==> config.mk <==
export PLATFORM = sky130hd
export DESIGN_NAME = serial_subtractor
export DESIGN_NICKNAME = d
export VERILOG_FILES = /design/src/rtl/serial_arith_pkg.sv /design/src/rtl/fullsub.sv /design/src/rtl/serial_subtractor.sv
export SDC_FILE = /design/constraint.sdc
export NUM_CORES = 1
export LEC_CHECK = 0
export ABC_CLOCK_PERIOD_IN_PS = 1610
export CORE_ASPECT_RATIO = 1.25
export CORE_UTILIZATION = 40
export CTS_CLUSTER_DIAMETER = 60
export DETAILED_ROUTE_END_ITERATION = 6
export GPL_TIMING_DRIVEN = 0
export PLACE_DENSITY = 0.66
export SKIP_CTS_REPAIR_TIMING = 1
export SYNTH_ARGS = -nofsm -noshare
export SYNTH_HDL_FRONTEND = slang
export SYNTH_SLANG_ARGS = --single-unit
export TNS_END_PERCENT = 5
==> constraint.sdc <==
create_clock -name clk -period 1.61 [get_ports clk]
set_input_delay 0.322 -clock clk [delete_from_list [all_inputs] [get_ports clk]]
set_output_delay 0.322 -clock clk [all_outputs]
set_load 0.05 [all_outputs]
==> src/rtl/serial_arith_pkg.sv <==
// Shared types and helpers for the bit-serial arithmetic datapath:
// state encoding, counter sizing and the full-subtractor truth equations.
package serial_arith_pkg;

  typedef enum logic [1:0] {
    IDLE  = 2'd0,
    SHIFT = 2'd1,
    DONE  = 2'd2
  } state_t;

  // Bit counter wide enough to reach n without wrapping.
  function automatic int cnt_width(input int n);
    return (n < 1) ? 1 : $clog2(n + 1);
  endfunction

  function automatic logic fs_diff(input logic a, input logic b, input logic bin);
    return a ^ b ^ bin;
  endfunction

  function automatic logic fs_bout(input logic a, input logic b, input logic bin);
    return (~a & b) | (~(a ^ b) & bin);
  endfunction

endpackage

==> src/rtl/fullsub.sv <==
// Combinational one-bit full subtractor; companion of the adder's fullsum cell.
module fullsub
  import serial_arith_pkg::*;
(
  input  logic A,
  input  logic B,
  input  logic bin,
  output logic diff,
  output logic bout
);

  assign diff = fs_diff(A, B, bin);
  assign bout = fs_bout(A, B, bin);

endmodule

==> src/rtl/serial_subtractor.sv <==
// Bit-serial unsigned subtractor, LSB first, one full-subtractor cell plus a borrow flop.
// Optional signed-overflow output enabled with SERIAL_SUB_OVF_EN.
//
// state | meaning
// ------+--------------------------------------------------------------
// IDLE  | waiting for start; last result held on diff/borrow_out
// SHIFT | one operand bit per cycle through the fullsub cell
// DONE  | result valid, done pulses; start here chains the next operation
module serial_subtractor
  import serial_arith_pkg::*;
#(
  parameter int reglength = 3
) (
  input  logic                 clk,
  input  logic                 rst_n,
  input  logic                 start,
  input  logic [reglength-1:0] a,
  input  logic [reglength-1:0] b,
  output logic                 busy,
  output logic                 done,
  output logic [reglength-1:0] diff,
  output logic                 borrow_out
`ifdef SERIAL_SUB_OVF_EN
  ,
  output logic                 ovf
`endif
);

  localparam int CW = cnt_width(reglength);

  state_t               state, state_nxt;
  logic [reglength-1:0] ra, rb, d_msb;
  logic [CW-1:0]        cnt;
  logic                 borrow, d, bo;
  logic                 accept, last;

  fullsub u_fullsub (
    .A    (ra[0]),
    .B    (rb[0]),
    .bin  (borrow),
    .diff (d),
    .bout (bo)
  );

  always_ff @(posedge clk) begin
    if (!rst_n) state <= IDLE;
    else        state <= state_nxt;
  end

  always_comb begin
    state_nxt = state;
    accept    = 1'b0;
    last      = (cnt == CW'(reglength - 1));
    case (state)
      IDLE: begin
        if (start) begin
          accept    = 1'b1;
          state_nxt = SHIFT;
        end
      end
      SHIFT: begin
        if (last) state_nxt = DONE;
      end
      DONE: begin
        if (start) begin
          accept    = 1'b1;
          state_nxt = SHIFT;
        end else begin
          state_nxt = IDLE;
        end
      end
      default: state_nxt = IDLE;
    endcase
  end

  // New bit enters at the MSB so the first (LSB) bit ends up at bit 0.
  always_comb begin
    d_msb                = '0;
    d_msb[reglength-1]   = d;
  end

  // busy/done are registered from the next state so they line up with it.
  always_ff @(posedge clk) begin
    if (!rst_n) begin
      busy       <= 1'b0;
      done       <= 1'b0;
      ra         <= '0;
      rb         <= '0;
      borrow     <= 1'b0;
      cnt        <= '0;
      diff       <= '0;
      borrow_out <= 1'b0;
`ifdef SERIAL_SUB_OVF_EN
      ovf        <= 1'b0;
`endif
    end else begin
      busy <= (state_nxt == SHIFT);
      done <= (state_nxt == DONE);
      if (accept) begin
        ra         <= a;
        rb         <= b;
        borrow     <= 1'b0;
        cnt        <= '0;
        diff       <= '0;
        borrow_out <= 1'b0;
`ifdef SERIAL_SUB_OVF_EN
        ovf        <= 1'b0;
`endif
      end else if (state == SHIFT) begin
        diff   <= (diff >> 1) | d_msb;
        ra     <= ra >> 1;
        rb     <= rb >> 1;
        borrow <= bo;
        cnt    <= cnt + 1'b1;
        if (last) begin
          borrow_out <= bo;
`ifdef SERIAL_SUB_OVF_EN
          ovf        <= (ra[0] ^ rb[0]) & (ra[0] ^ d);
`endif
        end
      end
    end
  end

endmodule

==> flow_metrics.tcl <==
set metrics [dict create \
    dieArea_sq_um 1868 \
    start_util_pct 42.96 \
    die_h_microns 48.08 \
    ioPinCount 15 \
    power_uw 846.9 \
    gp_congestion 0.7180 \
    final_common_cell "dfxtp_1" \
    grt_overflow 0 \
    cp.depth 1 \
    worstReg2RegEnd "diff[2]" \
    ys_types 22 \
    max-vdd-ir-drop_v 0.0004378 \
    post-route-min-period_ns 1.421 \
    fmax_mhz 703.8 \
    hold_class "in -> reg" \
    ctsHtreeMaxLevel 1 \
    synthTopCellsByArea "dfxtp_1, nand2_1, a21oi_1, a211oi_2, fa_1" \
    hold_slack_ns 0.3511 \
    end_kind "primary output" \
    area_growth_syn_to_layout_pct 28.73 \
    worst_pin_slew_ns 0.5125 \
    fill_cells 161 \
    rrSetupSlack_ns 0.54 \
    clk_latency_ns 0.30 \
    worst_ep_arrival_time_ns 1.10 \
    clockRootBuffer "clkbuf_4" \
    slew_headroom_pct 65.78 \
    clockBufferDepth 2 \
    dp_slack_ns 0.1486 \
    grt_pass1_vias 527 \
    cpMaxStageDelayCell "dlymetal6s2s_1" \
    p_leak_nw 0.4242 \
    clk_pin_slew_ns 0.10 \
    required_ns 1.29 \
    rr_startpoint "borrow" \
    cts_buffers 3 \
    synth_seq_cells 17 \
    powerDensity_nw_per_um2 968.3 \
    maxSlewViolCount 0 \
    viasPerCell 5.018 \
    final_cell_mix "dfxtp_1, nand2_1, clkdlybuf4s50_1, a21oi_1, dlymetal6s2s_1" \
    hold_viol 0 \
    maxCapViolCount 0 \
    slowest_delay_ns 0.43 \
    core_sq_um 1582 \
    antenna_found_initial 0 \
    skew_ns 0.004534 \
    grt_pass1_wl_microns 2194 \
    wl_per_cell_microns 12.69 \
    drt_first_pass_iters 4 \
    die_w_microns 38.86 \
    drtIter0Drc 6 \
    path_class "reg -> out" \
    grt_max_degree 11 \
    vias 547 \
    yosysTopAreaCellShare_pct 50.09 \
    crit_start "diff[1]" \
    place_area_sq_um 832.0 \
    cts.sinks 17 \
    fin_area_sq_um 874.6 \
    critPathMaxFanout 3 \
    min_period_over_period_pct 88.26 \
    num_rows 16 \
    setup_slack_ns 0.1891 \
    setup_viol_count_final 0 \
    crit_buf_inv 1 \
    seq_area_frac_synth_pct 50.09 \
    final_antenna_net_count 0 \
    drt_wl_total_microns 1383 \
    nNetsFinal 103 \
    status "finished, final reports clean" \
    rr_worst_depth 2 \
    portBuffers 13 \
    dp_hpwl_microns 961.2 \
    cts_tree "built" \
    antennaDiodeCount 0 \
    endpoint "diff[1]" \
    startpoint_type "flip-flop" \
    synth_top_area_cell "dfxtp_1" \
    drive_above_1_share_pct 12.09 \
    syn_inst 74 \
    path_cells "dlymetal6s2s_1" \
    rsz0062_at_grt "no" \
    yosys_warnings 0 \
    critPathTopFamily "buffers and inverters" \
    synth_nets 85 \
    gr-usage-all-layers_pct 18.22 \
    avgSynthCellArea_sq_um 9.181 \
    synthesis.area_sq_um 679.4 \
    drc 0 \
]
cell usage after synthesis:
cell type / number
and2_1: 2
nand2_1: 16
o221ai_1: 2
dfxtp_1: 17
xnor2_1: 1
ha_1: 1
nor2b_1: 1
nand3_1: 1
nand2b_1: 2
nor3_1: 1
a31oi_1: 3
inv_1: 3
a21oi_1: 6
and3_1: 2
fa_1: 1
buf_8: 1
buf_6: 1
nor2_1: 4
o21ai_1: 4
buf_2: 2
and2b_4: 1
a211oi_2: 2
metrics by stage:
| step | util (%) | TNS, ns | std cells |
|---|---|---|---|
| floorplan | - | 0 | 74 |
| global placement | 52.61 | 0 | 105 |
| detailed placement | 52.61 | 0 | 105 |
| CTS | 54.35 | -1.053 | 109 |
| global route | 55.30 | 0 | 109 |
| finish | 55.30 | 0 | 109 |
logic make-up after synthesis:
logic type	after synthesis	synth area share [%]
flip-flops	17	50.09
buffers and inverters	7	6.997
AO/OA/AOI/OAI	17	16.39
adder cells (fa/ha/maj)	2	4.788
XOR/XNOR	1	1.289
AND/OR/NAND/NOR	30	20.44
metal layers:
metal	global-route usage (%)	wire, microns
met1	20.23	644
met5	0	0
met3	4.186	27
met4	14.48	48
met2	29.67	662
flip-flops by register name, indices dropped and copies added (netlist names):
signal / flops
diff: 3
ra: 3
rb: 3
cnt: 2
state: 2
borrow: 1
borrow_out: 1
busy: 1
done: 1
power breakdown:
| group | leakage (nW) | total, mW | switching, mW | internal, mW |
|---|---|---|---|---|
| registers | 0.139 | 0.459 | 0.0138 | 0.445 |
| logic | 0.267 | 0.154 | 0.0846 | 0.0694 |
| clock network | 0.0177 | 0.234 | 0.142 | 0.0928 |
final cells by class:
class                           count  area [sq um]  area share (%)
Clock inverter                      1         5.005          0.5722
Buffer                              4         36.28           4.149
Sequential cell                    17         340.3           38.91
Tap cell                           18         22.52           2.575
Clock buffer                        3         22.52           2.575
Timing Repair Buffer               13         145.1           16.60
Multi-Input combinational cell     50         291.5           33.33
Inverter                            3         11.26           1.288
worst min-delay path by stage:
stage / from / endpoint / slack [ns] / cells after the start
detailed placement: diff[0] / diff[0] / 0.45 / 2
CTS: rst_n / ra[0] / 0.34 / 3
finish: rst_n / ra[0] / 0.35 / 3
global placement: rb[2] / rb[2] / 0.44 / 2
global route: rst_n / ra[0] / 0.36 / 3
floorplan: ra[2] / ra[2] / 0.43 / 2
(Power assumes the default switching activity.)
